`config.mk`:
```
export PLATFORM = sky130hd
export DESIGN_NAME = uart_rx_fifo
export DESIGN_NICKNAME = d
export VERILOG_FILES = /design/src/rtl/uart_pkg.sv /design/src/rtl/fifo_ram.sv /design/src/rtl/uart_rx_fifo.sv
export SDC_FILE = /design/constraint.sdc
export NUM_CORES = 1
export LEC_CHECK = 0
export ABC_AREA = 1
export BUFFER_PORTS_ARGS = -buffer_cell sky130_fd_sc_hd__buf_2
export CAP_MARGIN = 0
export CELL_PAD_IN_SITES_DETAIL_PLACEMENT = 0
export CELL_PAD_IN_SITES_GLOBAL_PLACEMENT = 1
export CORE_ASPECT_RATIO = 0.8
export CORE_MARGIN = 2
export CORE_UTILIZATION = 45
export DETAILED_ROUTE_END_ITERATION = 8
export PLACE_DENSITY = 0.71
export SLEW_MARGIN = 20
export SYNTH_ARGS = -nofsm -noshare
export SYNTH_HDL_FRONTEND = slang
export SYNTH_SLANG_ARGS = --single-unit
```
`constraint.sdc`:
```
create_clock -name Clk -period 5.8 [get_ports Clk]
set_input_delay 0.29 -clock Clk [delete_from_list [all_inputs] [get_ports Clk]]
set_output_delay 0.29 -clock Clk [all_outputs]
set_load 0.03 [all_outputs]
```
`src/rtl/uart_pkg.sv`:
```
// uart_pkg: shared defaults, pointer-width helpers and the status record for the UART receive FIFO
package uart_pkg;
  localparam int DATA_BITS_DEF  = 8;
  localparam int FIFO_DEPTH_DEF = 16;
  localparam int ADDR_BITS_DEF  = $clog2(FIFO_DEPTH_DEF);
  localparam int CNT_BITS_DEF   = ADDR_BITS_DEF + 1;
  typedef struct packed {
    logic empty;
    logic full;
    logic afull;
    logic aempty;
    logic ovf;
    logic unf;
  } fifo_status_t;
endpackage

```
`src/rtl/fifo_ram.sv`:
```
// fifo_ram: simple dual-port storage with a registered, reset-to-zero read port
// Ports: clk/rst_n clock and async active-low reset (read register only);
//        we/wa/wd write port; re/ra read request and address; rd registered read data (holds when re=0)
module fifo_ram #(
  parameter int DATA_BITS  = 8,
  parameter int FIFO_DEPTH = 16,
  localparam int ADDR_BITS = $clog2(FIFO_DEPTH)
) (
  input  logic                 clk,
  input  logic                 rst_n,
  input  logic                 we,
  input  logic [ADDR_BITS-1:0] wa,
  input  logic [DATA_BITS-1:0] wd,
  input  logic                 re,
  input  logic [ADDR_BITS-1:0] ra,
  output logic [DATA_BITS-1:0] rd
);
  logic [DATA_BITS-1:0] mem [FIFO_DEPTH];
  always_ff @(posedge clk)
    if (we) mem[wa] <= wd;
  // a read and write to the same slot returns the old word, which is the oldest entry when full
  always_ff @(posedge clk or negedge rst_n)
    if (!rst_n) rd <= '0;
    else if (re) rd <= mem[ra];
endmodule

```
`src/rtl/uart_rx_fifo.sv`:
```
// uart_rx_fifo: circular receive buffer between the UART receiver and the host interface
// Ports: Clk, Rst_n (async active-low); Wr_En/Rx_Data receiver write; Rd_En read request;
//        Data_Out/Rd_Valid registered read data and its one-cycle strobe; Flush empties the buffer;
//        Clear_Errors clears sticky flags; BIST_Mode blocks writes; FIFO_* status flags; Count occupancy
module uart_rx_fifo
  import uart_pkg::*;
#(
  parameter int DATA_BITS     = DATA_BITS_DEF,
  parameter int FIFO_DEPTH    = FIFO_DEPTH_DEF,
  parameter int AFULL_THRESH  = FIFO_DEPTH - 2,
  parameter int AEMPTY_THRESH = 2,
  localparam int ADDR_BITS    = $clog2(FIFO_DEPTH),
  localparam int CNT_BITS     = ADDR_BITS + 1
) (
  input  logic                 Clk,
  input  logic                 Rst_n,
  input  logic                 Wr_En,
  input  logic [DATA_BITS-1:0] Rx_Data,
  input  logic                 Rd_En,
  output logic [DATA_BITS-1:0] Data_Out,
  output logic                 Rd_Valid,
  input  logic                 Flush,
  input  logic                 Clear_Errors,
  input  logic                 BIST_Mode,
  output logic                 FIFO_Empty,
  output logic                 FIFO_Full,
  output logic                 FIFO_Almost_Full,
  output logic                 FIFO_Almost_Empty,
  output logic                 FIFO_Overflow,
  output logic                 FIFO_Underflow,
  output logic [CNT_BITS-1:0]  Count
);
  logic [ADDR_BITS:0] wr_ptr, rd_ptr;
  logic [CNT_BITS-1:0] cnt_nxt;
  fifo_status_t st, st_nxt;
  logic rd_acc, wr_acc, we, re, ovf_set, unf_set;
  // a full FIFO still accepts a write when a read frees a slot on the same edge
  always_comb begin
    rd_acc  = Rd_En & !st.empty;
    wr_acc  = Wr_En & !BIST_Mode & (!st.full | rd_acc);
    we      = wr_acc & !Flush;
    re      = rd_acc & !Flush;
    ovf_set = !Flush & Wr_En & !BIST_Mode & st.full & !rd_acc;
    unf_set = !Flush & Rd_En & st.empty;
    cnt_nxt = Flush ? '0 : Count + CNT_BITS'(wr_acc) - CNT_BITS'(rd_acc);
    st_nxt  = '{
      empty:  cnt_nxt == '0,
      full:   cnt_nxt == CNT_BITS'(FIFO_DEPTH),
      afull:  cnt_nxt >= CNT_BITS'(AFULL_THRESH),
      aempty: cnt_nxt <= CNT_BITS'(AEMPTY_THRESH),
      ovf:    (st.ovf & !Clear_Errors) | ovf_set,
      unf:    (st.unf & !Clear_Errors) | unf_set
    };
  end
  always_ff @(posedge Clk or negedge Rst_n)
    if (!Rst_n) begin
      wr_ptr   <= '0;
      rd_ptr   <= '0;
      Count    <= '0;
      Rd_Valid <= 1'b0;
      st       <= '{empty: 1'b1, aempty: 1'b1, default: 1'b0};
    end else begin
      wr_ptr   <= Flush ? '0 : wr_ptr + {{ADDR_BITS{1'b0}}, wr_acc};
      rd_ptr   <= Flush ? '0 : rd_ptr + {{ADDR_BITS{1'b0}}, rd_acc};
      Count    <= cnt_nxt;
      Rd_Valid <= re;
      st       <= st_nxt;
    end
  fifo_ram #(.DATA_BITS(DATA_BITS), .FIFO_DEPTH(FIFO_DEPTH)) u_ram (
    .clk(Clk),
    .rst_n(Rst_n),
    .we(we),
    .wa(wr_ptr[ADDR_BITS-1:0]),
    .wd(Rx_Data),
    .re(re),
    .ra(rd_ptr[ADDR_BITS-1:0]),
    .rd(Data_Out)
  );
  assign FIFO_Empty        = st.empty;
  assign FIFO_Full         = st.full;
  assign FIFO_Almost_Full  = st.afull;
  assign FIFO_Almost_Empty = st.aempty;
  assign FIFO_Overflow     = st.ovf;
  assign FIFO_Underflow    = st.unf;
endmodule

```
---- Word-level counts from Yosys, hierarchy flattened ----
Memory sizes are Yosys's and may differ from the RTL's. A register that Yosys moved wholly into a read port is not among the register bits.
Index checks and enable logic that the tools add are counted.
word-level totals
  flip-flop bits (word level) ............. 22
  RAM bits ................................ 128
  input bits .............................. 15
  output and inout port bits .............. 20
  word-level logic and storage cells ...... 47
  memories kept ........................... 1
memories
  memory     words  width  rd ports  clocked after Yosys merged registers in  wr ports  RTL line        RTL
  u_ram.mem  16     8      1         1                                        1         fifo_ram.sv:18  logic [DATA_BITS-1:0] mem [FIFO_DEPTH];
cells by class
  add/sub/neg operators ................... 4
  order comparisons ....................... 2
  eq/ne operators ......................... 1
  muxes and demuxes ....................... 5
  bitwise gates (word level) .............. 16
  reduce and logical (&&, ||, !) cells .... 8
operators by type and width
  cell                                                             number
  adder 5 x 1 -> 5 bit                                             3
  2-to-1 mux 5 bit                                                 3
  bitwise AND 1 bit                                                13
  logical NOT 1 bit                                                7
  equality test 5 bit (second input constant)                      1
  >= comparator 5 x 4 -> 1 bit (second input constant)             1
  less-or-equal comparator 5 x 2 -> 1 bit (second input constant)  1
  logical NOT 5 bit                                                1
  subtractor 5 x 1 -> 5 bit                                        1
  bitwise OR 1 bit                                                 3
  2-to-1 mux 1 bit                                                 2

---- Longest topological paths before layout ----
Gate-level depths: netlist of run 1.
  depth after elaboration ................. 8
  depth in mapped cells ................... 16
  mapped depth without buffers ............ 16

---- Hierarchy ----
From an unflattened synthesis of run 1, not the netlist that was laid out.
unflattened totals
  cells, all modules ...................... 602
  area, all modules ....................... 6680.2 um^2
by module, submodules not included
  module        instances  cells an instance  area each (um^2)  sequential area each (um^2)
  fifo_ram      1          483                5635.4            4043.9
  uart_rx_fifo  1          119                1044.8            503.0

---- Worst setup path after synthesis of run 1 ----
No wires, ideal clock.
  path type ............................... reg2reg
  start ................................... register st (netlist bit FIFO_Empty)
  end ..................................... register st (netlist bit FIFO_Full)
  setup time .............................. 0.121 ns
  data arrival time ....................... 2.367 ns
  path slack .............................. 3.312 ns
  cell stages (with the launch flop) ...... 16
  path buffers ............................ 0
  clock period less this slack ............ 2.488 ns
  path through ............................ dfstp_2 -> inv_1 -> nand2_1 -> nand2_1 -> nand3_1 -> ha_1 -> inv_1 -> ha_1 -> inv_1 -> fa_1 -> inv_1 -> nor2_1 -> nor3_1 -> inv_1 -> nand3_1 -> nor2_1
RTL lines
  what                    RTL line            RTL
  start, declared         uart_rx_fifo.sv:35  fifo_status_t st, st_nxt;
  start signal, assigned  uart_rx_fifo.sv:67  st <= st_nxt;

==> results of run 1 <==
==> worst max path at each step <==
stage	endpoint	slack (ns)
finish	FIFO_Full	3.17
CTS	FIFO_Full	3.18
detailed placement	FIFO_Full	3.20
global placement	FIFO_Full	3.27
floorplan	FIFO_Full	3.31
global route	FIFO_Full	2.92
==> layout make-up <==
| type | instances | area [µm²] |
|---|---|---|
| Fill cell | 1254 | 6736 |
| Clock inverter | 11 | 214.0 |
| Sequential cell | 156 | 4548 |
| Timing Repair Buffer | 37 | 195.2 |
| Clock buffer | 21 | 460.4 |
| Tap cell | 184 | 230.2 |
| Inverter | 35 | 132.6 |
| Multi-Input combinational cell | 376 | 1683 |
==> sequential cells by signal, summed over array words and instances, names as in the netlist <==
name               cells
u_ram.mem            128
u_ram.rd               8
Count                  5
rd_ptr                 4
wr_ptr                 4
FIFO_Almost_Empty      1
FIFO_Almost_Full       1
FIFO_Empty             1
FIFO_Full              1
FIFO_Overflow          1
FIFO_Underflow         1
Rd_Valid               1
==> per-layer routing <==
layer | share of wire | vias to the layer above
met2 | 0.45 | 129
met3 | 0.060 | 17
li1 | - | 2054
met5 | 0 | -
met4 | 0.011 | 0
met1 | 0.48 | 2060
==> worst reg2reg max path, cell delays in order (launching register included) <==
cell,delay (ns)
dfstp_2,0.54
inv_1,0.04
nand2_1,0.11
nand2_1,0.08
nand3_1,0.14
ha_1,0.25
inv_1,0.07
ha_1,0.17
inv_1,0.06
fa_1,0.38
inv_1,0.09
nor2_1,0.05
nor3_1,0.29
inv_1,0.10
nand3_1,0.12
nor2_1,0.05
==> synth_stat cells <==
library cell / instances
buf_2: 11
o22ai_1: 1
xor2_1: 1
clkbuf_1: 1
o21ai_0: 5
nand2_1: 205
nor2_1: 38
buf_4: 6
edfxtp_1: 128
ha_1: 9
nor2_2: 2
dfrtp_1: 26
inv_2: 3
xnor2_1: 2
fa_1: 1
nand4_1: 1
dfstp_2: 2
nor3_1: 3
buf_1: 1
buf_6: 3
nor2_4: 1
a21oi_1: 19
nand3_1: 88
inv_1: 32
==> logic make-up after synthesis <==
family | after synthesis | synth area share
XOR/XNOR | 3 | 0.004042
AND/OR/NAND/NOR | 338 | 0.2149
adder cells (fa/ha/maj) | 10 | 0.02040
AO/OA/AOI/OAI | 25 | 0.01943
buffers and inverters | 57 | 0.04195
flip-flops | 156 | 0.6992
==> power groups by stage <==
stage	Sequential, mW	Combinational [mW]	Clock, mW
4_1_cts	1.33	0.685	1.27
5_1_grt	1.34	0.768	1.33
3_5_place_dp	1.35	0.682	0
3_3_place_gp	1.35	0.670	0
6_report	1.33	0.685	1.26
2_1_floorplan	1.45	0.377	0
==> placed cells by master (no fill, tap or decap) <==
cell and count:
nor2_4 1, fa_1 1, xnor2_1 2, clkbuf_8 2, inv_2 2, ha_1 9, nand3_1 88, clkinv_2 2
clkbuf_16 17, xor2_1 1, clkinv_4 2, buf_4 2, bufinv_16 6, buf_2 34, nand4_1 1, a21oi_1 19
inv_1 32, dfstp_2 2, dlygate4sd3_1 1, nand2_1 205, clkinvlp_4 1, edfxtp_1 128, clkbuf_1 2, nor2_2 2
nor3_1 3, o21ai_0 5, dfrtp_1 25, o22ai_1 1, dfrtp_2 1, clkinv_1 1, nor2_1 38
==> through the flow <==
step / hold slack [ns] / instance area [µm²] / setup slack (ns) / cells
2_1_floorplan: -0.005591 / 6502 / 3.312 / 589
3_3_place_gp: 0.3448 / 6778 / 3.269 / 787
3_5_place_dp: 0.3469 / 6778 / 3.202 / 787
4_1_cts: 0.06606 / 7462 / 3.182 / 820
5_1_grt: 0.06321 / 7463 / 2.915 / 820
6_report: 0.07917 / 7463 / 3.169 / 820
==> results by group, run 1 <==
Global routing
  • Largest net degree at the start of global routing: 66
  • Initial antenna violation count: 0
  • Gr usage total: 0.2095
  • M1 GR Usage: 0.3145
  • GR Util met2: 0.3050
  • First-pass GRT wire length: 23,890 µm
  • Grt ovf: 0
  • M3 GR Usage: 0.04430
  • Grt peak-use layer: met1
  • Vias in the first global route: 4,156

Critical path
  • Crit path DAT: 2.93 ns
  • Critical path origin: FIFO_Empty
  • CP startpoint kind: flip-flop
  • R2R depth: 15
  • R2R setup slack: 3.17 ns
  • Crit. End Element: flip-flop
  • Slowest stage cell, crit path: dfstp_2
  • Top Family by Delay on Critical Path: simple AND/OR/NAND/NOR gates
  • Buf+Inv Stages, Crit Path: 5
  • R2R Path Start: FIFO_Empty
  • CP Cell Sequence: inv_1 -> nand2_1 -> nand2_1 -> nand3_1 -> ha_1 -> inv_1 -> ha_1 -> inv_1 -> fa_1 -> inv_1 -> nor2_1 -> nor3_1 -> inv_1 -> nand3_1 -> nor2_1
  • Reg-to-Reg End: FIFO_Full
  • Critical Path Stages: 15
  • Max FO, Critical Path: 3
  • Slowest stage delay, CP: 0.54 ns
  • CP most frequent cell: inv_1
  • Worst Path Required: 6.10 ns
  • Crit path kind: flip-flop to flip-flop

Routing
  • Routed via count: 4,260
  • Remaining DRCs: 0
  • ANT nets after route: 0
  • DRT Wirelength: 15,400 µm
  • Initial DRT Pass Iterations: 5
  • Vias/cell: 5.195
  • Initial DRC Count: 443
  • WL/cell: 18.78 µm

Place
  • Buffers on Ports: 34
  • Final Wtd Congestion: 0.8267
  • HPWL after DPL: 9847 µm

Logic synthesis
  • Area leader, netlist: edfxtp_1
  • Synth Instances: 589
  • Synth area leaders: edfxtp_1, nand2_1, dfrtp_1
  • Yosys warnings: 0
  • Mean Syn Cell Area: 11.04 µm²
  • Syn Nets: 614
  • Synth Register Bits: 156
  • Netlist Area Pre-Place: 6502 µm²
  • Top cell type's share of synthesized area: 0.5911
  • Count of cell types in the netlist: 24
  • Register area share after synthesis: 0.6992

Clock network
  • CTS tree: yes
  • H-Tree Depth: 4
  • Clock sink count: 156
  • Post-cts repair resize count: 0
  • Post-CTS setup buffer count: 0
  • Clk buf depth: 2
  • CTS Root Cell: clkbuf_16
  • # hold bufs at CTS: 1
  • Inserted Clock Buffers: 17
  • Worst-path clk slew: 0.06 ns
  • Clk_lat worst skew: 0.41 ns

STA
  • Crit path time final: 2.631 ns
  • Max Transition Viols Final: 0
  • Skew final: 0.01058 ns
  • RSZ-0062 raised after global routing: false
  • Crit share post-route: 0.4537
  • Setup_tns: 0 ns
  • Fmax: 380.0 MHz
  • Slew @ Worst Pin: 0.9926 ns
  • Final setup vio count: 0
  • Slew headroom: 0.3383
  • Fin. Hold Viols: 0

Floorplan
  • Core ar.: 14,200 µm²
  • Row count: 39
  • IO Count: 35
  • Die area: 15,430 µm²
  • Die outline height: 111.5 µm
  • Starting Density: 0.4579
  • Die extent in x: 138.4 µm

Pwr
  • Design Power: 3.277 mW
  • Internal: 2.304 mW
  • Net Sw Power: 973.6 µW
  • Pwr dens: 439.1 nW/µm²
  • Sequential share of power: 0.406
  • Clock power share: 0.385
  • Worst vdd ir: 0.2773 mV
  • LEAKAGE: 3.025 nW
  • Comb pwr share: 0.209
  • Switching Fraction: 0.2971

Worst hold path
  • Min-delay worst type: primary input to flip-flop
  • HP Start: Clear_Errors
  • Hold Path End: FIFO_Overflow
  • Hold Crit Depth: 2

Status
  • Status: finished clean

Final layout
  • Final net count: 648
  • Final Util: 0.5256
  • Antenna Cells: 0
  • Area grow syn2layout: 14.78%
  • Share of cells above drive strength 1: 0.1164

Flow run
  • Max Cap Violations: 0
Note: power is estimated with default switching activity, not from simulation.
==> run 2: changes to the inputs <==
--- a/config.mk
+++ b/config.mk
@@ -5,7 +5,7 @@
 export SDC_FILE = /design/constraint.sdc
 export NUM_CORES = 1
 export LEC_CHECK = 0
-export ABC_AREA = 1
+export ABC_AREA = 0
 export BUFFER_PORTS_ARGS = -buffer_cell sky130_fd_sc_hd__buf_2
 export CAP_MARGIN = 0
 export CELL_PAD_IN_SITES_DETAIL_PLACEMENT = 0
@@ -14,7 +14,7 @@
 export CORE_MARGIN = 2
 export CORE_UTILIZATION = 45
 export DETAILED_ROUTE_END_ITERATION = 8
-export PLACE_DENSITY = 0.71
+export PLACE_DENSITY = 0.67
 export SLEW_MARGIN = 20
 export SYNTH_ARGS = -nofsm -noshare
 export SYNTH_HDL_FRONTEND = slang
==> constraint.sdc (replaced) <==
create_clock -name Clk -period 2.5 [get_ports Clk]
set_input_delay 0.125 -clock Clk [delete_from_list [all_inputs] [get_ports Clk]]
set_output_delay 0.125 -clock Clk [all_outputs]
set_load 0.03 [all_outputs]
==> run 2 against run 1 <==
Net effect:
- the run now ends with negative setup slack left
- sequential share of layout area shrank 0.67 points
- sequential power is 130% higher
- hold slack got worse by 0.058 ns
- via count shrank 23%
- wire length decreased by 18%
- critical path depth shrank 2
- clock skew down 0.0021 ns
- combinational power up 150%
- total power grew 130%
- sequential cell count stayed put
- highest routed layer unchanged
==> results by group, run 2 <==
Global routing
  • Largest net degree at the start of global routing: 36 (was 66)
  • Initial antenna violation count: 0 (unchanged)
  • Gr usage total: 0.1863 (was 0.2095)
  • Grt ovf: 0 (unchanged)
  • First-pass GRT wire length: 19,430 µm (was 23,890 µm)
  • Vias in the first global route: 3,387 (was 4,156)

Place
  • HPWL after DPL: 7966 µm (was 9847 µm)
  • Dpl cell area: 6874 µm² (was 6778 µm²)
  • Placed Instances: 577 (was 787)
  • Final Wtd Congestion: 0.7720 (was 0.8267)
  • Buffers on Ports: 34 (unchanged)
  • Setup slack after placement: -0.04435 ns (was 3.202 ns)

Routing
  • Vias/cell: 5.302 (was 5.195)
  • DRT Wirelength: 12,630 µm (was 15,400 µm)
  • Initial DRT Pass Iterations: 4 (was 5)
  • WL/cell: 20.53 µm (was 18.78 µm)
  • Routed via count: 3,261 (was 4,260)
  • ANT nets after route: 0 (unchanged)
  • Remaining DRCs: 0 (unchanged)
  • Initial DRC Count: 363 (was 443)

STA
  • Setup_tns: -0.01633 ns (was 0 ns)
  • Crit share post-route: 1.007 (was 0.4537)
  • Slew headroom: 0.5344 (was 0.3383)
  • Slew @ Worst Pin: 0.6984 ns (was 0.9926 ns)
  • Max Transition Viols Final: 0 (unchanged)
  • RSZ-0062 raised after global routing: true (was false)
  • Final setup margin: -0.01633 ns (was 3.169 ns)
  • Fin. Hold Viols: 0 (unchanged)
  • Skew final: 0.008491 ns (was 0.01058 ns)
  • Final setup vio count: 1 (was 0)
  • Hold slack: 0.02076 ns (was 0.07917 ns)
  • Fmax: 397.4 MHz (was 380.0 MHz)
  • Crit path time final: 2.516 ns (was 2.631 ns)

Pwr
  • Pwr dens: 980.5 nW/µm² (was 439.1 nW/µm²)
  • Net Sw Power: 2.045 mW (was 973.6 µW)
  • LEAKAGE: 2.722 nW (was 3.025 nW)
  • Clock power share: 0.353 (was 0.385)
  • Sequential share of power: 0.417 (was 0.406)
  • Design Power: 7.399 mW (was 3.277 mW)
  • Worst vdd ir: 0.5133 mV (was 0.2773 mV)
  • Internal: 5.354 mW (was 2.304 mW)
  • Comb pwr share: 0.230 (was 0.209)
  • Switching Fraction: 0.2764 (was 0.2971)

Logic synthesis
  • Mean Syn Cell Area: 17.90 µm² (was 11.04 µm²)
  • Syn Nets: 375 (was 614)
  • Top_reg_cell synth: edfxtp_1 (unchanged)
  • Async SR Flop Fraction: 0.1795 (unchanged)
  • Count of cell types in the netlist: 40 (was 24)
  • Yosys warnings: 0 (unchanged)
  • Synth area leaders: edfxtp_1, mux4_2, dfrtp_1 (was edfxtp_1, nand2_1, dfrtp_1)
  • Most common cell in the netlist: edfxtp_1 (was nand2_1)
  • Area leader, netlist: edfxtp_1 (unchanged)
  • Register area share after synthesis: 0.7258 (was 0.6992)
  • Netlist Area Pre-Place: 6265 µm² (was 6502 µm²)
  • Post-synth top cells: edfxtp_1, mux4_2, dfrtp_1 (was nand2_1, edfxtp_1, nand3_1)
  • Post-synth EDFFs: 128 (unchanged)
  • Top cell type's share of synthesized area: 0.6135 (was 0.5911)
  • Synth Register Bits: 156 (unchanged)
  • Synth Instances: 350 (was 589)

Flow run
  • Max Cap Violations: 0 (unchanged)

Final layout
  • Largest register by flop count: u_ram.mem (unchanged)
  • Final Util: 0.5549 (was 0.5256)
  • Max reg flops: 128 (unchanged)
  • Most common cell after layout, fill and taps aside: edfxtp_1 (was nand2_1)
  • Fillers: 1,124 (was 1,254)
  • Largest regs: u_ram.mem x128, u_ram.rd x8, Count x5 (unchanged)
  • Finished Layout Cells: 615 (was 820)
  • Register area: 4548 µm² (unchanged)
  • Final Cell Area: 7546 µm² (was 7463 µm²)
  • Share of cells above drive strength 1: 0.3609 (was 0.1164)
  • Most frequent cells in the layout: edfxtp_1, buf_2, buf_4 (was nand2_1, edfxtp_1, nand3_1)
  • Final net count: 447 (was 648)
  • Area of the multi-input gates: 1615 µm² (was 1683 µm²)
  • Area grow syn2layout: 20.45% (was 14.78%)
  • Antenna Cells: 0 (unchanged)

Clock network
  • Clock sink count: 156 (unchanged)
  • CTS Root Cell: clkbuf_16 (unchanged)
  • Clk buf depth: 2 (unchanged)
  • Clk_lat worst skew: 0.41 ns (about the same)
  • Inserted Clock Buffers: 17 (unchanged)
  • CTS tree: yes (unchanged)
  • H-Tree Depth: 4 (unchanged)
  • Worst-path clk slew: 0.06 ns (about the same)

Worst hold path
  • Min-delay worst type: primary input to flip-flop (unchanged)
  • Hold Crit Depth: 3 (was 2)

Critical path
  • Slowest stage cell, crit path: or4b_1 (was dfstp_2)
  • R2R depth: 13 (was 15)
  • CP startpoint kind: flip-flop (unchanged)
  • Worst Path Required: 2.84 ns (was 6.10 ns)
  • Crit path DAT: 2.86 ns (was 2.93 ns)
  • Max FO, Critical Path: 3 (unchanged)
  • CP most frequent cell: inv_2 (was inv_1)
  • Crit. End Element: flip-flop (unchanged)
  • Slowest stage delay, CP: 0.46 ns (was 0.54 ns)
  • Crit path kind: flip-flop to flip-flop (unchanged)
  • CP Cell Sequence: nand2b_4 -> nand2_2 -> nand3b_1 -> ha_1 -> inv_2 -> ha_4 -> inv_2 -> fa_2 -> nor2b_2 -> o21a_1 -> or4b_1 -> and2_4 -> nor3_2 (was inv_1 -> nand2_1 -> nand2_1 -> nand3_1 -> ha_1 -> inv_1 -> ha_1 -> inv_1 -> fa_1 -> inv_1 -> nor2_1 -> nor3_1 -> inv_1 -> nand3_1 -> nor2_1)

Floorplan
  • Core ar.: 13,600 µm² (was 14,200 µm²)
  • IO Count: 35 (unchanged)
  • Die area: 14,890 µm² (was 15,430 µm²)
  • Die extent in x: 135.9 µm (was 138.4 µm)
  • Die outline height: 109.5 µm (was 111.5 µm)
  • Starting Density: 0.4607 (was 0.4579)
  • Row count: 38 (was 39)

Status
  • Failing checks: negative setup slack
  • Status: complete, but fails checks (was finished clean)
-- run 2: cell count changes after synthesis, moves of 7 or more --
cell / delta
nand2_1: -200
nand3_1: -81
mux4_2: +30
nor2_1: -19
inv_1: -12
a21oi_1: -10
nor2b_1: +9
clkbuf_1: +8
a221o_1: +7
mux2_2: +7
o21ai_0: +7
-- run 2: worst paths after layout --
path | slack, ns | from | endpoint
min in group asynchronous | 0.29 | Rst_n | FIFO_Overflow
max in group asynchronous | 1.72 | Rst_n | rd_ptr[0]
min reg2reg | 0.52 | u_ram.rd[7] | u_ram.rd[7]
min | 0.02 | Rd_En | FIFO_Underflow
max | -0.02 | FIFO_Empty | FIFO_Full
max reg2reg | -0.02 | FIFO_Empty | FIFO_Full
-- run 2: layer usage --
layer  wire length [µm]  GRT usage
met5                  0          0
met4                 93    0.07143
met3                858    0.04103
met2               5957     0.2854
met1               5719     0.2647
-- run 2: logic make-up (layout without fill, tap and decap cells) --
kind of cell / after synthesis / in the layout / synth area share
flip-flops: 156 / 156 / 0.7258
AND/OR/NAND/NOR: 64 / 64 / 0.05473
multiplexers: 41 / 41 / 0.1268
buffers and inverters: 37 / 122 / 0.02496
AO/OA/AOI/OAI: 34 / 34 / 0.03535
adder cells (fa/ha/maj): 10 / 10 / 0.02117
XOR/XNOR: 8 / 8 / 0.01118
-- run 2: critical path: cells and delay by family (launching register included) --
kind	cells	cell delay, ns
AOI/OAI and AO/OA	1	0.19
and+or+nand+nor	7	1.14
buffers and inverters	2	0.09
adders and majority gates	3	0.65
DFF	1	0.37
-- run 2: repair_timing --
action / in CTS / in global routing
resized for setup: 0 / 3
hold buffers: 2 / 0
pin swaps: 5 / 3
setup endpoints to repair: 2 / 5
buffers inserted: 2 / 2
hold endpoints to repair: 28 / 0
-- run 2: power groups by stage --
stage	registers [mW]	logic [mW]	clock network [mW]
final	3.08	1.71	2.61
after global routing	3.10	1.86	2.75
after CTS	3.08	1.70	2.65
after detailed placement	3.13	1.69	0
after global placement	3.13	1.67	0
after floorplan	3.38	0.941	0
-- run 2: area by class of cell --
type / count / share of cell area
repair buffers: 70 / 0.06234
well taps: 180 / 0.02985
clock buffers: 19 / 0.05870
clock inverters: 13 / 0.02205
flip-flops and latches: 156 / 0.6027
multi-input cells: 157 / 0.2141
inverters: 20 / 0.01028
